[config.mk]
export PLATFORM = sky130hd
export DESIGN_NAME = ac_accumulator_unit_flat
export DESIGN_NICKNAME = d
export VERILOG_FILES = /design/src/rtl/ac_pkg.sv /design/src/rtl/ac_accumulator_unit_if.sv /design/src/rtl/ac_lifo.sv /design/src/rtl/ac_accumulator_unit.sv /design/src/flat_wrapper.sv
export SDC_FILE = /design/constraint.sdc
export NUM_CORES = 1
export LEC_CHECK = 0
export CORE_MARGIN = 4
export CORE_UTILIZATION = 52
export DETAILED_ROUTE_END_ITERATION = 10
export GPL_ROUTABILITY_DRIVEN = 0
export GPL_TIMING_DRIVEN = 0
export PLACE_DENSITY = 0.8
export SLEW_MARGIN = 20
export SYNTH_ARGS = -nofsm -noshare
export SYNTH_HDL_FRONTEND = slang
export SYNTH_SLANG_ARGS = --single-unit
[constraint.sdc]
create_clock -name Clk -period 5 [get_ports Clk]
set_input_delay 1 -clock Clk [delete_from_list [all_inputs] [get_ports Clk]]
set_output_delay 1 -clock Clk [all_outputs]
set_load 0.005 [all_outputs]
[src/rtl/ac_pkg.sv]
// Shared definitions for the accumulator unit: op encodings and stack sizing helper.
package ac_pkg;

  localparam int unsigned AC_OP_W = 3;

  localparam logic [AC_OP_W-1:0] AC_OP_HOLD  = 3'b000;
  localparam logic [AC_OP_W-1:0] AC_OP_LOAD  = 3'b001;
  localparam logic [AC_OP_W-1:0] AC_OP_CLEAR = 3'b010;
  localparam logic [AC_OP_W-1:0] AC_OP_INC   = 3'b011;
  localparam logic [AC_OP_W-1:0] AC_OP_DEC   = 3'b100;
  localparam logic [AC_OP_W-1:0] AC_OP_ADD   = 3'b101;
  localparam logic [AC_OP_W-1:0] AC_OP_SHR   = 3'b110;
  localparam logic [AC_OP_W-1:0] AC_OP_SHL   = 3'b111;

  // Width needed to hold a count from 0 up to and including depth.
  function automatic int unsigned ac_cnt_w(input int unsigned depth);
    return (depth < 1) ? 1 : $clog2(depth + 1);
  endfunction

endpackage

[src/rtl/ac_accumulator_unit_if.sv]
// Operation/result bundle between the control unit and the accumulator unit.
interface ac_accumulator_unit_if #(
  parameter int unsigned WIDTH = 16
);
  import ac_pkg::*;

  logic                op_en;
  logic [AC_OP_W-1:0]  op_sel;
  logic [WIDTH-1:0]    reg_input;
  logic                push;
  logic                pop;
  logic [WIDTH-1:0]    AC_data;
  logic                Z_Flag;
  logic                N_Flag;
  logic                C_Flag;
  logic                stack_full;
  logic                stack_empty;
  logic                stack_err;

  modport master (
    output op_en, op_sel, reg_input, push, pop,
    input  AC_data, Z_Flag, N_Flag, C_Flag, stack_full, stack_empty, stack_err
  );

  modport slave (
    input  op_en, op_sel, reg_input, push, pop,
    output AC_data, Z_Flag, N_Flag, C_Flag, stack_full, stack_empty, stack_err
  );

endinterface

[src/rtl/ac_lifo.sv]
// Save/restore LIFO for the accumulator: register array plus occupancy count.
module ac_lifo
  import ac_pkg::*;
#(
  parameter int unsigned WIDTH       = 16,
  parameter int unsigned STACK_DEPTH = 4
) (
  input  logic             Clk,
  input  logic             Rst,
  input  logic             push,
  input  logic             pop,
  input  logic [WIDTH-1:0] wr_data,
  output logic [WIDTH-1:0] rd_data,
  output logic             pop_ok,
  output logic             full,
  output logic             empty,
  output logic             err
);

  localparam int unsigned CNT_W = ac_cnt_w(STACK_DEPTH);
  localparam int unsigned IDX_W = (STACK_DEPTH > 1) ? $clog2(STACK_DEPTH) : 1;
  localparam logic [CNT_W-1:0] CNT_MAX = CNT_W'(STACK_DEPTH);

  logic [WIDTH-1:0] mem_q [STACK_DEPTH];
  logic [CNT_W-1:0] count_q, count_d;
  logic             full_q, empty_q, err_q, err_d;
  logic             push_ok;
  logic [IDX_W-1:0] wr_idx, top_idx;

  // Simultaneous push and pop cancel out: no stack change, no error.
  assign push_ok = push && !pop && (count_q != CNT_MAX);
  assign pop_ok  = pop && !push && (count_q != '0);
  assign wr_idx  = IDX_W'(count_q);
  assign top_idx = IDX_W'(count_q - CNT_W'(1));
  assign rd_data = mem_q[top_idx];

  always_comb begin
    count_d = count_q;
    err_d   = 1'b0;
    if (push_ok) begin
      count_d = count_q + CNT_W'(1);
    end else if (pop_ok) begin
      count_d = count_q - CNT_W'(1);
    end else if (push != pop) begin
      err_d = 1'b1;
    end
  end

  always_ff @(posedge Clk) begin
    if (Rst) begin
      count_q <= '0;
      full_q  <= 1'b0;
      empty_q <= 1'b1;
      err_q   <= 1'b0;
    end else begin
      count_q <= count_d;
      full_q  <= (count_d == CNT_MAX);
      empty_q <= (count_d == '0);
      err_q   <= err_d;
    end
  end

  // Storage is intentionally not reset; the count alone defines validity.
  always_ff @(posedge Clk) begin
    if (push_ok) begin
      mem_q[wr_idx] <= wr_data;
    end
  end

  assign full  = full_q;
  assign empty = empty_q;
  assign err   = err_q;

endmodule

[src/rtl/ac_accumulator_unit.sv]
// Accumulator with registered Z/N/C flags, optional saturation and a save/restore LIFO.
module ac_accumulator_unit
  import ac_pkg::*;
#(
  parameter int unsigned WIDTH       = 16,
  parameter int unsigned STACK_DEPTH = 4,
  parameter int unsigned SATURATE    = 1
) (
  input logic                   Clk,
  input logic                   Rst,
  ac_accumulator_unit_if.slave  bus
);

  logic [WIDTH-1:0] ac_q, ac_d;
  logic             z_q, n_q, c_q, c_d;
  logic [WIDTH-1:0] addend;
  logic [WIDTH:0]   sum, diff;
  logic [WIDTH-1:0] stk_rd_data;
  logic             stk_pop_ok;

  ac_lifo #(
    .WIDTH       (WIDTH),
    .STACK_DEPTH (STACK_DEPTH)
  ) u_lifo (
    .Clk     (Clk),
    .Rst     (Rst),
    .push    (bus.push),
    .pop     (bus.pop),
    .wr_data (ac_q),
    .rd_data (stk_rd_data),
    .pop_ok  (stk_pop_ok),
    .full    (bus.stack_full),
    .empty   (bus.stack_empty),
    .err     (bus.stack_err)
  );

  assign addend = (bus.op_sel == AC_OP_ADD) ? bus.reg_input : WIDTH'(1);
  assign sum    = {1'b0, ac_q} + {1'b0, addend};
  assign diff   = {1'b0, ac_q} - (WIDTH + 1)'(1);

  always_comb begin
    ac_d = ac_q;
    c_d  = c_q;
    if (stk_pop_ok) begin
      ac_d = stk_rd_data;
      c_d  = 1'b0;
    end else if (bus.pop && !bus.push) begin
      // Pop on an empty stack suppresses the op entirely.
    end else if (bus.op_en) begin
      unique case (bus.op_sel)
        AC_OP_HOLD: ;
        AC_OP_LOAD: begin
          ac_d = bus.reg_input;
          c_d  = 1'b0;
        end
        AC_OP_CLEAR: begin
          ac_d = '0;
          c_d  = 1'b0;
        end
        AC_OP_INC, AC_OP_ADD: begin
          c_d  = sum[WIDTH];
          ac_d = ((SATURATE != 0) && sum[WIDTH]) ? '1 : sum[WIDTH-1:0];
        end
        AC_OP_DEC: begin
          c_d  = diff[WIDTH];
          ac_d = ((SATURATE != 0) && diff[WIDTH]) ? '0 : diff[WIDTH-1:0];
        end
        AC_OP_SHR: begin
          c_d  = ac_q[0];
          ac_d = {1'b0, ac_q[WIDTH-1:1]};
        end
        AC_OP_SHL: begin
          c_d  = ac_q[WIDTH-1];
          ac_d = {ac_q[WIDTH-2:0], 1'b0};
        end
        default: ;
      endcase
    end
  end

  // Flags are derived from ac_d so they land in the same edge as the value.
  always_ff @(posedge Clk) begin
    if (Rst) begin
      ac_q <= '0;
      z_q  <= 1'b1;
      n_q  <= 1'b0;
      c_q  <= 1'b0;
    end else begin
      ac_q <= ac_d;
      z_q  <= (ac_d == '0);
      n_q  <= ac_d[WIDTH-1];
      c_q  <= c_d;
    end
  end

  assign bus.AC_data = ac_q;
  assign bus.Z_Flag  = z_q;
  assign bus.N_Flag  = n_q;
  assign bus.C_Flag  = c_q;

endmodule

[src/flat_wrapper.sv]
// flat-port wrapper written by rule: the top's interface ports become plain ports
module ac_accumulator_unit_flat import ac_pkg::*;
#(
  parameter int unsigned WIDTH       = 16,
  parameter int unsigned STACK_DEPTH = 4,
  parameter int unsigned SATURATE    = 1
)
  (Clk, Rst, bus_op_en, bus_op_sel, bus_reg_input, bus_push, bus_pop, bus_AC_data, bus_Z_Flag, bus_N_Flag, bus_C_Flag, bus_stack_full, bus_stack_empty, bus_stack_err);
  ac_accumulator_unit_if #(.WIDTH(WIDTH)) bus_i ();
  input logic Clk;
  input logic Rst;
  input wire logic [$bits(bus_i.op_en)-1:0] bus_op_en;
  input wire logic [$bits(bus_i.op_sel)-1:0] bus_op_sel;
  input wire logic [$bits(bus_i.reg_input)-1:0] bus_reg_input;
  input wire logic [$bits(bus_i.push)-1:0] bus_push;
  input wire logic [$bits(bus_i.pop)-1:0] bus_pop;
  output wire logic [$bits(bus_i.AC_data)-1:0] bus_AC_data;
  output wire logic [$bits(bus_i.Z_Flag)-1:0] bus_Z_Flag;
  output wire logic [$bits(bus_i.N_Flag)-1:0] bus_N_Flag;
  output wire logic [$bits(bus_i.C_Flag)-1:0] bus_C_Flag;
  output wire logic [$bits(bus_i.stack_full)-1:0] bus_stack_full;
  output wire logic [$bits(bus_i.stack_empty)-1:0] bus_stack_empty;
  output wire logic [$bits(bus_i.stack_err)-1:0] bus_stack_err;
  assign bus_i.op_en = bus_op_en;
  assign bus_i.op_sel = bus_op_sel;
  assign bus_i.reg_input = bus_reg_input;
  assign bus_i.push = bus_push;
  assign bus_i.pop = bus_pop;
  assign bus_AC_data = bus_i.AC_data;
  assign bus_Z_Flag = bus_i.Z_Flag;
  assign bus_N_Flag = bus_i.N_Flag;
  assign bus_C_Flag = bus_i.C_Flag;
  assign bus_stack_full = bus_i.stack_full;
  assign bus_stack_empty = bus_i.stack_empty;
  assign bus_stack_err = bus_i.stack_err;
  ac_accumulator_unit #(.WIDTH(WIDTH), .STACK_DEPTH(STACK_DEPTH), .SATURATE(SATURATE)) u_core (.Clk(Clk), .Rst(Rst), .bus(bus_i));
endmodule
==> results.rst, run 1 <==
.. list-table::
   :header-rows: 1

   * - Metric
     - Value
   * - Total global routing track utilization
     - 0.243
   * - Proportion of register bits with asynchronous set or reset after synthesis
     - 0
   * - IO Pins
     - 46
   * - Clock slew at the register clock pins of the worst setup and hold paths
     - 0.08 ns
   * - Sequential share of the synthesized area
     - 0.446
   * - Outcome
     - finished clean
   * - Synth Register Bits
     - 88
   * - Endpoints failing hold
     - 0
   * - Setup Crit Path Kind
     - input pin to flip-flop
   * - Clock skew
     - 0.0114 ns
   * - Path type of the worst min-delay path
     - flip-flop to flip-flop
   * - Transition time at the pin with the least slew margin
     - 0.910 ns
   * - Max Buffers Root-to-Sink
     - 2
   * - Average cell area after synthesis
     - 10.9 um2
   * - Worst hold slack after final layout
     - ~0.56 ns
   * - Area grow syn2layout
     - 15.7%
   * - Root buffer selected by CTS
     - clkbuf_8
   * - Core Util, Final
     - 0.629
   * - Total count of max-transition violations in the final report
     - 0
   * - Achievable frequency
     - 210 MHz
   * - Commonest cells after routing, fill and taps aside
     - edfxtp_1, clkdlybuf4s50_1, nor2_1
   * - Endpoint type of the worst setup path
     - flip-flop
   * - Post-detailed-route via-to-cell ratio
     - 6.36
   * - WL per Instance
     - 20.4 um
   * - Commonest register cell after synthesis
     - edfxtp_1
   * - DRC violation count after routing
     - 0
   * - Adder and majority cell fraction of the synthesized area
     - 0.0618
   * - Placed wire-length estimate after detailed placement
     - 10300 um
   * - Initial antenna violation count
     - 0
   * - Max H-tree Level
     - 3
   * - Site row count
     - 36
   * - Power, Total
     - 1.99 mW
   * - Final #Nets
     - 599
   * - Area of the core
     - 9910 um2
   * - Simple-gate portion of the synthesized area
     - 0.169
   * - Initial Util
     - 0.544
   * - Post-layout min period
     - between 4 and 5 ns
   * - Count of placed standard cells including taps
     - 670
   * - Compound-Gate Fraction of Synth Area
     - 0.153
   * - Most common library cell in the layout ignoring fill and taps
     - edfxtp_1
   * - Clock network latency to the later pin of the worst-skew pair
     - 0.36 ns
   * - TritonCTS clock tree
     - yes
   * - Port Buffers
     - 44
   * - Setup repair after global routing missed its margin
     - no
   * - Hold bufs inserted after CTS
     - 0
   * - Setup Viol. Count Final
     - 0
   * - Number of non-filler instances in the completed layout
     - 686
   * - Combinational family with the most area after synthesis
     - simple AND/OR/NAND/NOR gates
   * - Cell area power density
     - 319 nW/um2
   * - Routed vias
     - roughly 4400
   * - Crit path max fanout
     - 10
   * - Residual antenna-violating net count after detailed routing
     - 0
   * - Number of enable flip-flop cells after synthesis
     - 64
   * - YS warnings
     - 0
   * - Pin count of the biggest net entering global routing
     - 18
   * - Post-synthesis instance area
     - 5390 um2
   * - Count of inserted antenna diode cells
     - 0
   * - Remaining Overflow, GRT
     - 0
   * - Arr. time, crit path
     - 5.03 ns
   * - Largest vdd supply drop
     - slightly below 0.0002 V
   * - Die boundary width
     - 110 um
   * - Data required time at the worst endpoint
     - 5.26 ns
   * - Fill cell count
     - 823
   * - Number of iterations in the first detailed-routing pass
     - 6
   * - Clock sink count
     - 88
   * - Net count after synthesis
     - about 540
   * - Mux contribution to synthesized area
     - 0.0996
   * - Crit share post-route
     - 0.954
   * - Fraction of layout instances using a drive strength above 1
     - 0.110
   * - Global-route wire length before repair
     - ~22000 um
   * - Tightest slew margin relative to the limit
     - 0.394
   * - Reported max-cap violation count
     - 0
   * - Drt initial violations
     - roughly 630
   * - Leakage power
     - 2.27 nW
   * - Xor/xnor share of the synthesized area
     - 0.0406
   * - Via count of the first global-routing pass
     - 4140
   * - Number of clock buffers inserted by TritonCTS
     - 9
   * - Category of the worst setup path launch point
     - input pin
   * - Total wire length
     - 14000 um
   * - Height of the die
     - 110 um
   * - Post-Synthesis Cells
     - 493
   * - Synth unique cells
     - 69
   * - Area of the die
     - about 12000 um2
synthesized netlist by cell type (6+ instances only):
master	number	area (um2)
nor2_1	32	120
a21oi_1	25	125
xnor2_1	17	149
mux2i_1	12	120
dfxtp_1	24	480
inv_1	10	37.5
and2_1	30	188
nand2b_1	7	43.8
o21ai_0	21	105
a221oi_1	11	96.3
edfxtp_1	64	1920
clkbuf_1	19	71.3
or3_1	13	81.3
xor2_1	8	70.1
and3_1	6	37.5
nand2_1	30	113
nand3_1	8	40.0
nor3_1	16	80.1
mux4_2	16	360
ha_1	25	313
critical path, stage by stage:
cell             delay (ns)
clkdlybuf4s50_1        0.53
clkbuf_2               0.24
or3_1                  0.42
ha_1                   0.24
fa_1                   0.42
a21o_1                 0.26
a221oi_4               0.36
o31ai_2                0.16
a211oi_4               0.25
buf_12                 0.16
o2111ai_1              0.18
a211oi_2               0.36
nand4_1                0.15
o41ai_2                0.30
sequential cells by signal, summed over array words and instances, names as in the netlist:
register and cells:
u_core.bus.AC_data 15, u_core.bus.C_Flag 1, u_core.bus.N_Flag 1, u_core.bus.Z_Flag 1, u_core.u_lifo.count_q 3, u_core.u_lifo.empty 1, u_core.u_lifo.err 1, u_core.u_lifo.full 1
u_core.u_lifo.mem_q 64
path summary, 6_finish.rpt:
check,end,slack [ns],cells after the start,from
min reg2reg,u_core.u_lifo.mem_q[3][3]$_DFFE_PP_,0.56,0,u_core.bus.AC_data[3]$_SDFF_PP0_
max reg2reg,u_core.bus.Z_Flag$_SDFF_PP1_,0.59,12,u_core.u_lifo.count_q[0]$_SDFF_PP0_
max,u_core.bus.Z_Flag$_SDFF_PP1_,0.23,14,bus_op_sel[1]
min,u_core.u_lifo.mem_q[3][3]$_DFFE_PP_,0.56,0,u_core.bus.AC_data[3]$_SDFF_PP0_
stage by stage:
step | cell area [um2] | setup WS [ns] | TNS, ns
finish | 6240 | 0.231 | 0
global route | 6240 | 0.0862 | 0
CTS | 6210 | 0.0292 | 0
detailed placement | 5990 | -0.447 | -0.479
global placement | 5990 | -0.406 | -0.417
floorplan | 5390 | 0.561 | 0
per-layer routing:
metal / vias to the layer above / track usage / share of wire
li1: 1997 / - / -
met5: - / 0 / 0
met1: 2097 / 0.335 / 0.42
met2: 234 / 0.382 / 0.46
met4: 0 / 0.0837 / 0.027
met3: 38 / 0.0505 / 0.093
cell type report:
type,instances,area [um2],area share
Inverter,10,37.5,0.00602
Multi-Input combinational cell,367,2830,0.454
Tap cell,133,166,0.0267
Buffer,28,126,0.0203
Clock inverter,3,67.6,0.0108
Timing Repair Buffer,45,460,0.0738
Clock buffer,12,145,0.0233
Sequential cell,88,2400,0.385
where the power goes:
group	switching (mW)	internal [mW]
clock network	0.235	0.293
logic	0.302	0.256
registers	0.0630	0.838
total	0.601	1.39
kinds of logic after synthesis:
logic type | after synthesis
flip-flops | 88
multiplexers | 33
AND/OR/NAND/NOR | 169
adder cells (fa/ha/maj) | 26
buffers and inverters | 38
AO/OA/AOI/OAI | 114
XOR/XNOR | 25
timing repair:
action | 4_1_cts | 5_1_grt
buffers inserted | 0 | 1
resized for setup | 1 | 5
cloned | 0 | 0
setup endpoints to repair | 1 | 1
pin swaps | 0 | 1
Power figures use the tool's default switching activity.
==> run 2, diff against run 1 <==
--- a/config.mk
+++ b/config.mk
@@ -5,6 +5,7 @@
 export SDC_FILE = /design/constraint.sdc
 export NUM_CORES = 1
 export LEC_CHECK = 0
+export CAP_MARGIN = 20
 export CORE_MARGIN = 4
 export CORE_UTILIZATION = 52
 export DETAILED_ROUTE_END_ITERATION = 10
==> results of run 2 <==
Final layout, timing and power as in run 1 (identical DEF).
==> run 3, diff against run 2 <==
--- a/config.mk
+++ b/config.mk
@@ -11,8 +11,8 @@
 export DETAILED_ROUTE_END_ITERATION = 10
 export GPL_ROUTABILITY_DRIVEN = 0
 export GPL_TIMING_DRIVEN = 0
-export PLACE_DENSITY = 0.8
-export SLEW_MARGIN = 20
+export PLACE_DENSITY = 0.83
+export SLEW_MARGIN = 10
 export SYNTH_ARGS = -nofsm -noshare
 export SYNTH_HDL_FRONTEND = slang
 export SYNTH_SLANG_ARGS = --single-unit
==> constraint.sdc (replaced) <==
create_clock -name Clk -period 4.25 [get_ports Clk]
set_input_delay 0.85 -clock Clk [delete_from_list [all_inputs] [get_ports Clk]]
set_output_delay 0.85 -clock Clk [all_outputs]
set_load 0.005 [all_outputs]
==> results.rst, run 3 (same netlist as run 1, synthesis figures left out) <==
.. list-table::
   :header-rows: 1

   * - Metric
     - Value
   * - WL per Instance
     - 20.4 um (-0.30%)
   * - Slack of the worst reg-to-reg path
     - 0.51 ns (-0.08 ns)
   * - IO Pins
     - 46 (unchanged)
   * - Critical Path Slowest Stage Cell
     - or3_1
   * - Data required time at the worst endpoint
     - 4.51 ns (-0.75 ns)
   * - Reported max-cap violation count
     - 0 (unchanged)
   * - Routed vias
     - 4426 (+1.4%)
   * - Achievable frequency
     - 246 MHz
   * - Endpoint of the worst register-to-register path
     - u_core.bus.Z_Flag$_SDFF_PP1_
   * - Transition time at the pin with the least slew margin
     - 0.941 ns (+0.0313 ns)
   * - Cell area power density
     - 362 nW/um2 (+14%)
   * - Initial antenna violation count
     - 0 (unchanged)
   * - Startpoint of the lowest-slack hold path
     - u_core.bus.AC_data[3]$_SDFF_PP0_
   * - Most common library cell in the layout ignoring fill and taps
     - edfxtp_1
   * - Most frequent cell on the critical path
     - buf_4
   * - Arr. time, crit path
     - 4.32 ns (-0.71 ns)
   * - Clock skew
     - 0.0111 ns (-0.000274 ns)
   * - Proportion of power drawn by the clock network
     - 0.242 (-0.024)
   * - Largest register FFs
     - 64 (unchanged)
   * - FF/Latch Area
     - 2400 um2 (unchanged)
   * - Crit path max fanout
     - 10 (unchanged)
   * - End point of the critical path
     - u_core.bus.Z_Flag$_SDFF_PP1_
   * - Most flop-heavy register
     - u_core.u_lifo.mem_q
   * - Commonest cells after routing, fill and taps aside
     - edfxtp_1, clkdlybuf4s50_1, nor2_1
   * - Area grow syn2layout
     - 17.0%
   * - Setup Viol. Count Final
     - 0 (unchanged)
   * - Portion of total power attributed to combinational logic
     - 0.293 (+0.012)
   * - Count of cell instances traversed by the critical path
     - 14 (unchanged)
   * - Register share of total power
     - 0.465 (+0.012)
   * - Total global routing track utilization
     - 0.246 (+0.00314)
   * - Area of the multi-input gates
     - 2890 um2 (+2.2%)
   * - Leakage power
     - 2.29 nW (+0.84%)
   * - Height of the die
     - 110 um (unchanged)
   * - Number of clock buffers inserted by TritonCTS
     - 9 (unchanged)
   * - Pin count of the biggest net entering global routing
     - 18 (unchanged)
   * - Placed wire-length estimate after detailed placement
     - 10300 um (about the same)
   * - Area of the core
     - 9910 um2 (unchanged)
   * - Port Buffers
     - 44 (unchanged)
   * - Delay-heaviest family, CP
     - compound AO/OA/AOI/OAI gates
   * - Clock network latency to the later pin of the worst-skew pair
     - 0.35 ns (about the same)
   * - Fraction of layout instances using a drive strength above 1
     - 0.136 (+0.0261)
   * - Crit share post-route
     - 0.956
   * - Area after DPL
     - 6000 um2 (about the same)
   * - Max Buffers Root-to-Sink
     - 2 (unchanged)
   * - Core Util, Final
     - 0.636 (+0.00657)
   * - Outcome
     - finished clean
   * - Final-layout setup total negative slack
     - 0 ns (unchanged)
   * - Via count of the first global-routing pass
     - 4239 (+2.4%)
   * - Die boundary width
     - 110 um (unchanged)
   * - Cell breakdown of the critical path
     - dlygate4sd2_1, buf_4, or3_1, ha_2, fa_2, a21o_1, a221oi_4, o31ai_4, a211oi_4, buf_4, o2111ai_1, a211oi_2, nand4_1, o41ai_2
   * - Number of iterations in the first detailed-routing pass
     - 7 (+1)
   * - Fill cell count
     - 782 (-5.0%)
   * - Count of inserted antenna diode cells
     - 0 (unchanged)
   * - Endpoints failing hold
     - 0 (unchanged)
   * - Worst Reg-to-Reg Cells
     - 11 (-1)
   * - Root buffer selected by CTS
     - clkbuf_8
   * - Path type of the worst min-delay path
     - flip-flop to flip-flop
   * - Area of the die
     - 12100 um2 (unchanged)
   * - Final Instance Area
     - 6300 um2 (+1.0%)
   * - Final #Nets
     - 602 (+0.50%)
   * - Startpoint of the most critical register-to-register path
     - u_core.u_lifo.count_q[0]$_SDFF_PP0_
   * - Residual antenna-violating net count after detailed routing
     - 0 (unchanged)
   * - Largest stage delay on the critical path
     - 0.39 ns (-0.14 ns)
   * - DRC violation count after routing
     - 0 (unchanged)
   * - Clock slew at the register clock pins of the worst setup and hold paths
     - 0.09 ns (about the same)
   * - TritonCTS clock tree
     - yes
   * - Remaining Overflow, GRT
     - 0 (unchanged)
   * - Total wire length
     - 14100 um (+0.28%)
   * - Initial Util
     - 0.544 (unchanged)
   * - Int Power
     - 1.56 mW (+12%)
   * - Post-detailed-route via-to-cell ratio
     - 6.41 (+0.79%)
   * - P_sw
     - 722 uW (+20%)
   * - Setup Crit Path Kind
     - input pin to flip-flop
   * - Max H-tree Level
     - 3 (unchanged)
   * - Switching part of the total power
     - 0.317 (+0.0143)
   * - Largest vdd supply drop
     - 0.000149 V (-24%)
   * - Tightest slew margin relative to the limit
     - 0.373 (-0.0209)
   * - Clock sink count
     - 88 (unchanged)
   * - Site row count
     - 36 (unchanged)
   * - Post-layout min period
     - 4.06 ns
   * - Category of the worst setup path launch point
     - input pin
   * - Endpoint type of the worst setup path
     - flip-flop
   * - Buf+Inv Stages, Crit Path
     - 3 (unchanged)
   * - Total count of max-transition violations in the final report
     - 0 (unchanged)
   * - Drt initial violations
     - 587 (-6.7%)
   * - Setup repair after global routing missed its margin
     - no
   * - Crit. Startpoint
     - bus_op_sel[1]
   * - Global-route wire length before repair
     - 22600 um (+2.4%)
run 3: layer usage:
layer	up-vias	global-route usage	routed length, um
met3	44	0.0493	1190
met4	0	0.0837	423
li1	2001	-	-
met1	2147	0.344	5890
met5	-	0	0
met2	234	0.383	6560
run 3: power by group through the flow:
stage / Combinational [mW] / Sequential [mW] / Clock, mW
3_5_place_dp: 0.634 / 1.08 / 0
5_1_grt: 0.725 / 1.07 / 0.598
6_report: 0.668 / 1.06 / 0.553
4_1_cts: 0.649 / 1.06 / 0.557
3_3_place_gp: 0.622 / 1.07 / 0
2_1_floorplan: 0.440 / 1.05 / 0
run 3: worst min-delay path by stage:
| stage | endpoint | slack, ns | cells past startpoint |
|---|---|---|---|
| 6_report | u_core.u_lifo.mem_q[0][3]$_DFFE_PP_ | 0.58 | 0 |
| 4_1_cts | u_core.u_lifo.mem_q[0][3]$_DFFE_PP_ | 0.57 | 0 |
| 5_1_grt | u_core.u_lifo.mem_q[2][3]$_DFFE_PP_ | 0.60 | 0 |
| 3_5_place_dp | u_core.u_lifo.mem_q[0][3]$_DFFE_PP_ | 0.56 | 0 |
| 2_1_floorplan | u_core.u_lifo.mem_q[0][8]$_DFFE_PP_ | 0.52 | 0 |
| 3_3_place_gp | u_core.u_lifo.mem_q[3][3]$_DFFE_PP_ | 0.55 | 0 |
run 3: what timing repair did:
action	4_1_cts	5_1_grt
resized for setup	16	11
pin swaps	4	4
hold buffers	0	0
endpoints found under the setup margin	7	2
setup buffers	4	1
run 3: layout make-up:
class / instances / area share
multi-input cells: 367 / 0.459
flip-flops and latches: 88 / 0.381
repair buffers: 49 / 0.0761
well taps: 133 / 0.0264
plain buffers: 27 / 0.0216
clock buffers: 9 / 0.0197
clock inverters: 7 / 0.00993
inverters: 10 / 0.00596
run 3: per-stage QoR:
step / total power, mW / setup WS, ns / instances / hold slack [ns]
finish: 2.28 / 0.189 / 690 / 0.575
global route: 2.39 / 0.0306 / 690 / 0.600
CTS: 2.26 / 0.0482 / 690 / 0.574
detailed placement: 1.71 / -0.990 / 670 / 0.557
global placement: 1.69 / -1.00 / 670 / 0.548
floorplan: 1.49 / 0.0661 / 493 / 0.524
